### config.mk
export PLATFORM = sky130hd
export DESIGN_NAME = axis_pkt_arbiter2
export DESIGN_NICKNAME = d
export VERILOG_FILES = /design/src/rtl/axis_pkt_arbiter2_pkg.sv /design/src/rtl/axis_pkt_arbiter2_rr_pick.sv /design/src/rtl/axis_pkt_arbiter2.sv
export SDC_FILE = /design/constraint.sdc
export NUM_CORES = 1
export LEC_CHECK = 0
export CAP_MARGIN = 15
export CORE_AREA = 10 10 87 89
export CTS_BUF_LIST = sky130_fd_sc_hd__clkbuf_4
export CTS_CLUSTER_SIZE = 16
export DETAILED_ROUTE_END_ITERATION = 7
export DIE_AREA = 0 0 97 99
export PLACE_DENSITY = 0.86
export SYNTH_ARGS = -nofsm -noshare
export SYNTH_HDL_FRONTEND = slang
export SYNTH_SLANG_ARGS = --single-unit
### constraint.sdc
create_clock -name aclk -period 4.1 [get_ports aclk]
set_clock_uncertainty 0.2 [all_clocks]
set_input_delay 0.82 -clock aclk [delete_from_list [all_inputs] [get_ports aclk]]
set_output_delay 0.82 -clock aclk [all_outputs]
set_load 0.005 [all_outputs]
### src/rtl/axis_pkt_arbiter2_pkg.sv
// Shared definitions for the two-source AXI-Stream packet arbiter.
package axis_pkt_arbiter2_pkg;

  localparam int unsigned AXIS_DATA_W = 32;
  localparam int unsigned SRC_ID_W    = 1;

  typedef enum logic [1:0] {
    ST_IDLE   = 2'd0,
    ST_GRANT0 = 2'd1,
    ST_GRANT1 = 2'd2
  } arb_state_t;

endpackage

### src/rtl/axis_pkt_arbiter2_rr_pick.sv
// axis_rr_pick2: combinational two-way round-robin pick; on contention the
// source that was not granted last wins.
module axis_rr_pick2
  import axis_pkt_arbiter2_pkg::*;
(
  input  logic [1:0]          req,
  input  logic [SRC_ID_W-1:0] last_grant,
  output logic                gnt_valid,
  output logic [SRC_ID_W-1:0] gnt_id
);

  always_comb begin
    gnt_valid = |req;
    if (&req) gnt_id = ~last_grant;
    else      gnt_id = req[1];
  end

endmodule

### src/rtl/axis_pkt_arbiter2.sv
// Packet-granular round-robin merge of two AXI-Stream sources.
// Optional statistics counters are built when AXIS_ARB_STATS_EN is defined.
module axis_pkt_arbiter2
  import axis_pkt_arbiter2_pkg::*;
#(
  parameter int unsigned LEN_W   = 16,
  parameter logic        RR_INIT = 1'b1
) (
  input  logic                   aclk,
  input  logic                   aresetn,
  input  logic                   arb_en,
  input  logic [AXIS_DATA_W-1:0] s0_axis_tdata,
  input  logic                   s0_axis_tvalid,
  output logic                   s0_axis_tready,
  input  logic                   s0_axis_tlast,
  input  logic [AXIS_DATA_W-1:0] s1_axis_tdata,
  input  logic                   s1_axis_tvalid,
  output logic                   s1_axis_tready,
  input  logic                   s1_axis_tlast,
  output logic [AXIS_DATA_W-1:0] m_axis_tdata,
  output logic                   m_axis_tvalid,
  input  logic                   m_axis_tready,
  output logic                   m_axis_tlast,
  output logic [SRC_ID_W-1:0]    m_axis_tid,
  output logic                   busy,
  output logic [SRC_ID_W-1:0]    last_pkt_src,
  output logic [LEN_W-1:0]       last_pkt_len
`ifdef AXIS_ARB_STATS_EN
  ,
  output logic [31:0]            pkt_cnt0,
  output logic [31:0]            pkt_cnt1,
  output logic [31:0]            contention_cnt
`endif
);

  arb_state_t          state, state_nxt;
  logic [SRC_ID_W-1:0] last_grant;
  logic [LEN_W-1:0]    beat_cnt;
  logic [LEN_W-1:0]    beat_inc;
  logic                gnt_valid;
  logic [SRC_ID_W-1:0] gnt_id;
  logic                take_grant;
  logic                beat;

  axis_rr_pick2 u_pick (
    .req        ({s1_axis_tvalid, s0_axis_tvalid}),
    .last_grant (last_grant),
    .gnt_valid  (gnt_valid),
    .gnt_id     (gnt_id)
  );

  always_comb begin
    state_nxt      = state;
    m_axis_tdata   = '0;
    m_axis_tvalid  = 1'b0;
    m_axis_tlast   = 1'b0;
    m_axis_tid     = last_grant;
    s0_axis_tready = 1'b0;
    s1_axis_tready = 1'b0;
    take_grant     = 1'b0;
    case (state)
      ST_IDLE: begin
        if (arb_en && gnt_valid) begin
          take_grant = 1'b1;
          state_nxt  = (gnt_id == '0) ? ST_GRANT0 : ST_GRANT1;
        end
      end
      ST_GRANT0: begin
        m_axis_tdata   = s0_axis_tdata;
        m_axis_tvalid  = s0_axis_tvalid;
        m_axis_tlast   = s0_axis_tlast;
        m_axis_tid     = '0;
        s0_axis_tready = m_axis_tready;
      end
      ST_GRANT1: begin
        m_axis_tdata   = s1_axis_tdata;
        m_axis_tvalid  = s1_axis_tvalid;
        m_axis_tlast   = s1_axis_tlast;
        m_axis_tid     = SRC_ID_W'(1);
        s1_axis_tready = m_axis_tready;
      end
      default: state_nxt = ST_IDLE;
    endcase
    beat = m_axis_tvalid && m_axis_tready;
    if (beat && m_axis_tlast) state_nxt = ST_IDLE;
  end

  assign busy     = (state == ST_GRANT0) || (state == ST_GRANT1);
  assign beat_inc = (beat_cnt == '1) ? beat_cnt : beat_cnt + LEN_W'(1);

  always_ff @(posedge aclk or negedge aresetn) begin
    if (!aresetn) begin
      state      <= ST_IDLE;
      last_grant <= RR_INIT;
    end else begin
      state <= state_nxt;
      if (take_grant) last_grant <= gnt_id;
    end
  end

  // Status is written only on the closing beat, so a reset mid-packet leaves no partial length.
  always_ff @(posedge aclk or negedge aresetn) begin
    if (!aresetn) begin
      beat_cnt     <= '0;
      last_pkt_src <= '0;
      last_pkt_len <= '0;
    end else if (beat) begin
      if (m_axis_tlast) begin
        beat_cnt     <= '0;
        last_pkt_len <= beat_inc;
        last_pkt_src <= m_axis_tid;
      end else begin
        beat_cnt <= beat_inc;
      end
    end
  end

`ifdef AXIS_ARB_STATS_EN
  always_ff @(posedge aclk or negedge aresetn) begin
    if (!aresetn) begin
      pkt_cnt0       <= '0;
      pkt_cnt1       <= '0;
      contention_cnt <= '0;
    end else begin
      if (beat && m_axis_tlast && (state == ST_GRANT0)) pkt_cnt0 <= pkt_cnt0 + 32'd1;
      if (beat && m_axis_tlast && (state == ST_GRANT1)) pkt_cnt1 <= pkt_cnt1 + 32'd1;
      if ((state == ST_IDLE) && arb_en && s0_axis_tvalid && s1_axis_tvalid)
        contention_cnt <= contention_cnt + 32'd1;
    end
  end
`endif

endmodule

Word-level counts from Yosys, hierarchy flattened
Index checks and enable logic that the tools add are counted.
{ "classes": {"bitwise_logic": 1, "n_shift": 0, "eq_ne": 5, "mul": 0, "mux": 15, "add_sub_neg": 1, "n_reduce_logical": 10, "n_lt_le_gt_ge": 0, "div_mod_pow": 0} }
{ "ops": {"columns": ["operator", "count"], "rows": [
  ["one-hot mux 32 bit (2 select lines)", 1],
  ["two-way mux 16 bit", 2],
  ["adder 16 x 1 -> 16 bit (second input constant)", 1],
  ["== test 16 bit (second input constant)", 1],
  ["two-way mux 2 bit", 3],
  ["one-hot mux 1 bit (2 select lines)", 3],
  ["AND reduction 2 bit", 3],
  ["two-way mux 1 bit", 5],
  ["one-hot mux 2 bit (2 select lines)", 1],
  ["OR reduction 2 bit", 2],
  ["logical AND 1 bit", 3],
  ["!= test 3 bit (second input constant)", 1],
  ["== test 2 x 1 -> 1 bit (second input constant)", 1],
  ["== test 2 bit (second input constant)", 1],
  ["zero test 2 bit", 1],
  ["!= test 2 x 1 -> 1 bit (second input constant)", 1],
  ["logical OR 1 bit", 1],
  ["inverter 1 bit", 1]
]} }
{ "word_totals": {"latchBits": 0, "mem_count": 0, "ff_bits": 36, "mem_bits_rw": 0, "rom_bits": 0} }

Longest topological paths before layout
{ "depth": {"ltp_word": 6, "depth_mapped": 8, "depth_no_buf": 6} }

Hierarchy
From an unflattened synthesis, not the netlist that was laid out.
{ "hier_totals": {"cells_unflattened": 281, "hier_area_um2": 2464.9} }
{ "by_module_without_submodules": {"columns": ["mod", "area_per_inst_um2", "instances", "cells_each"], "rows": [
  ["axis_pkt_arbiter2", 2451.1, 1, 279],
  ["axis_rr_pick2", 13.8, 1, 2]
]} }

Worst setup path after synthesis
OpenSTA, ideal clock, no wires.
{ "synth_path": {"path_type": "register -> output", "from": "reg state[0]", "to": "out m_axis_tdata[0]", "t_arrival_ns": 1.615, "setup_slack_ns": 1.465, "path_buffers": 3, "stages_incl_launch_ff": 8, "path_cell_list": "dfrtp_1 > inv_1 > ha_1 > buf_6 > and2_1 > clkbuf_1 > clkbuf_1 > a22o_1"} }
{ "synth_via": {"elab_chain_cells": 2} }
{ "synth_rtl": {"columns": ["item", "line", "source"], "rows": [
  ["start, declared", "axis_pkt_arbiter2.sv:36", "arb_state_t state, state_nxt;"],
  ["start signal, assigned", "axis_pkt_arbiter2.sv:96", "state <= state_nxt;"],
  ["== test 2 bit / == test 2 x 1 -> 1 bit (equally long branches)", "axis_pkt_arbiter2.sv:61", "case (state)"],
  ["one-hot mux 32 bit (2 select lines) *", "axis_pkt_arbiter2.sv:61", null],
  ["end, declared", "axis_pkt_arbiter2.sv:20", "output logic [AXIS_DATA_W-1:0] m_axis_tdata,"]
]} }
Mark *: on every way between the ends. The rest lies on a longest branch, timed or not.

Worst setup path in the final report
{ "layout_path": {"from": "reg state[0]", "to": "out m_axis_tdata[22]"} }
The elaborated chain is that of the path after synthesis.

==> run summary <==
DP Worst Slack: 796 ps
Design Area, Final: 0.00386 mm2
Critical Path Start Type: register
commonest non-fill, non-tap cell in the layout: clkdlybuf4s50_1
Post-synth EDFFs: 0
PostCTS Resize Cnt: 0
CP max stage delay: 520 ps
number of vias in the routed layout: 2727
worst skew pair latency: 340 ps
Avg WL per Cell: 20.7 um
largest net degree at the start of global routing: 37
worst setup path category: register to primary output
Slew @ Worst Pin: 1020 ps
Critical Path Slowest Stage Cell: clkdlybuf4s50_1
max-slew violations: 0
RSZ-0062 raised after global routing: false
peak supply drop: 208 uV
global route overflow: 0
sequential share of the synthesized area: 35.2%
deepest clock path buffer count: 2
Nets: 474
number of max-cap violations: 0
# setup viols final: 0
io pins: 127
Area Overhead vs Synth: 50.6%
critical-path cell list: inv_1 > ha_1 > and2_1 > buf_4 > a22o_1 > clkdlybuf4s50_1
Pleak: 1.51 nW
Placer Congestion: 0.904
clk slew on worst S/H paths: 100 ps
die area: 0.00960 mm2
DRT iter0 DRCs: 226
hold_buf cts: 0
antenna viol nets, final: 0
setup slack after layout: 503 ps
Async SR Flop Fraction: 100%
Fin. Hold Viols: 0
most frequent cells in the layout: 126 x clkdlybuf4s50_1, 37 x a22o_1, 35 x dfrtp_1
fin crit period: 3600 ps
vias in the first global route: 2682
Req. time, crit path: 3080 ps
warning count from the yosys run: 0
Slew headroom: 31.3%
DP Wirelength: 7900 um
Power Dens Cells: 381 mW/mm2
Design Power: 0.00147 W
Die Ht: 99 um
Initial Util: 43.8%
num rows: 28
syn nets: 358
# diodes: 0
drt first pass iters: 4
setup TNS: 0 ps
#FFs+latches synth: 36
proportion of layout cells with a drive suffix above 1: 7.79%
chip width: 97 um
worst-path fanout max: 33
first-pass GRT wire length: 15400 um
worst min-delay path class: register to register
Clock Sinks: 36
WP data arrival: 2580 ps
# Post-CTS Setup Buffers: 0
TritonCTS clock tree: built
Total Wirelength: 9770 um
ys flop type: dfrtp_1
H-Tree Level Count: 2
Core Region: 0.00585 mm2
Worst Hold Slack: 300 ps
CP endpoint kind: primary output
IO Port Bufs: 126
status: complete, no violations
initial antenna violation count: 0
fmax: 0.278 GHz
Synth Cell Area: 0.00256 mm2
Num CTS Buffers: 5
gate count after technology mapping: 282
placed cell area: 0.00382 mm2
Total GRT Usage: 19.5%
vias per cell: 5.77
Clock Tree Root: clkbuf_4
Syn Area/Cell: 9.10 um2
Post-route DRC: 0
Synth cell types: 53
Final period util: 87.7%
-- cells in the mapped netlist (2+ instances only) --
master,instances,area [um2]
o211ai_1,7,52.6
inv_1,10,37.5
a21oi_1,9,45.0
a31oi_1,12,75.1
nand4_1,7,43.8
o2bb2ai_1,2,17.5
dfrtp_1,35,876
buf_2,4,20.0
nor4_2,4,50.1
or3_2,3,22.5
and3_1,3,18.8
nand3_1,10,50.1
a21o_1,4,30.0
clkbuf_2,2,10.0
nand2_1,24,90.1
and2_1,4,25.0
and4_1,3,26.3
o31ai_1,4,30.0
buf_6,4,45.0
nor2_1,20,75.1
nand4_4,2,42.5
xnor2_1,4,35.0
ha_1,4,50.1
or4_1,4,30.0
o311ai_0,2,17.5
a22o_1,37,324
nor4_1,2,12.5
clkbuf_1,10,37.5
buf_4,3,22.5
o21ai_0,19,95.1
a22oi_1,2,15.0
-- flip-flops by register name, summed over array words and instances (netlist names) --
register and count:
beat_cnt 16, last_grant 1, last_pkt_len 16, last_pkt_src 1, state 2
-- path summary, 6_finish.rpt --
kind | from | to | slack (ps) | cells after the start
setup / recovery | state[0] | m_axis_tdata[22] | 500 | 6
hold / removal | last_pkt_len[6] | last_pkt_len[6] | 300 | 2
setup reg to reg | beat_cnt[0] | last_pkt_len[5] | 1500 | 5
hold reg to reg | last_pkt_len[6] | last_pkt_len[6] | 300 | 2
max in group asynchronous | aresetn | last_grant | 2660 | 2
min in group asynchronous | aresetn | last_pkt_len[15] | 670 | 2
-- per-stage QoR --
| step | instances | utilization [%] |
|---|---|---|
| floorplan | 282 | - |
| global placement | 466 | 65.2 |
| detailed placement | 466 | 65.2 |
| CTS | 473 | 66.0 |
| global route | 473 | 66.0 |
| finish | 473 | 66.0 |
-- power by group --
part / switching (W) / total [W] / internal, W / leakage [nW]
registers: 0.0000745 / 0.000514 / 0.000440 / 0.471
logic: 0.000330 / 0.000780 / 0.000451 / 1.01
clock network: 0.000116 / 0.000176 / 0.0000599 / 0.0261
-- cell families after synthesis --
| group | after synthesis | synth area share (%) |
|---|---|---|
| simple gates | 97 | 22.7 |
| buf+inv | 34 | 7.51 |
| xor+xnor | 5 | 1.71 |
| flops | 36 | 35.2 |
| fa+ha+maj | 4 | 1.95 |
| compound gates | 105 | 30.6 |
| mux | 1 | 0.390 |
-- final cells by class --
| type | instances | area [um2] |
|---|---|---|
| fillers | 508 | 1990 |
| multi-input cells | 212 | 1470 |
| repair buffers | 133 | 1310 |
| flip-flops and latches | 36 | 902 |
| well taps | 75 | 93.8 |
| clock buffers | 5 | 37.5 |
| inverters | 10 | 37.5 |
| clock inverters | 2 | 7.51 |
-- worst max-delay path, delay by kind of cell, from the launching register on --
| kind | cells | cell delay [ps] |
|---|---|---|
| AOI/OAI and AO/OA | 1 | 230 |
| adders and majority gates | 1 | 490 |
| buffers and inverters | 3 | 920 |
| DFF | 1 | 390 |
| and+or+nand+nor | 1 | 200 |
-- metal layers --
layer  wire [um]  GRT usage (%)
met5           0              0
met4         103           4.54
met2        5470           36.5
met1        3730           22.3
met3         461           3.35
Power figures use the tool's default switching activity.
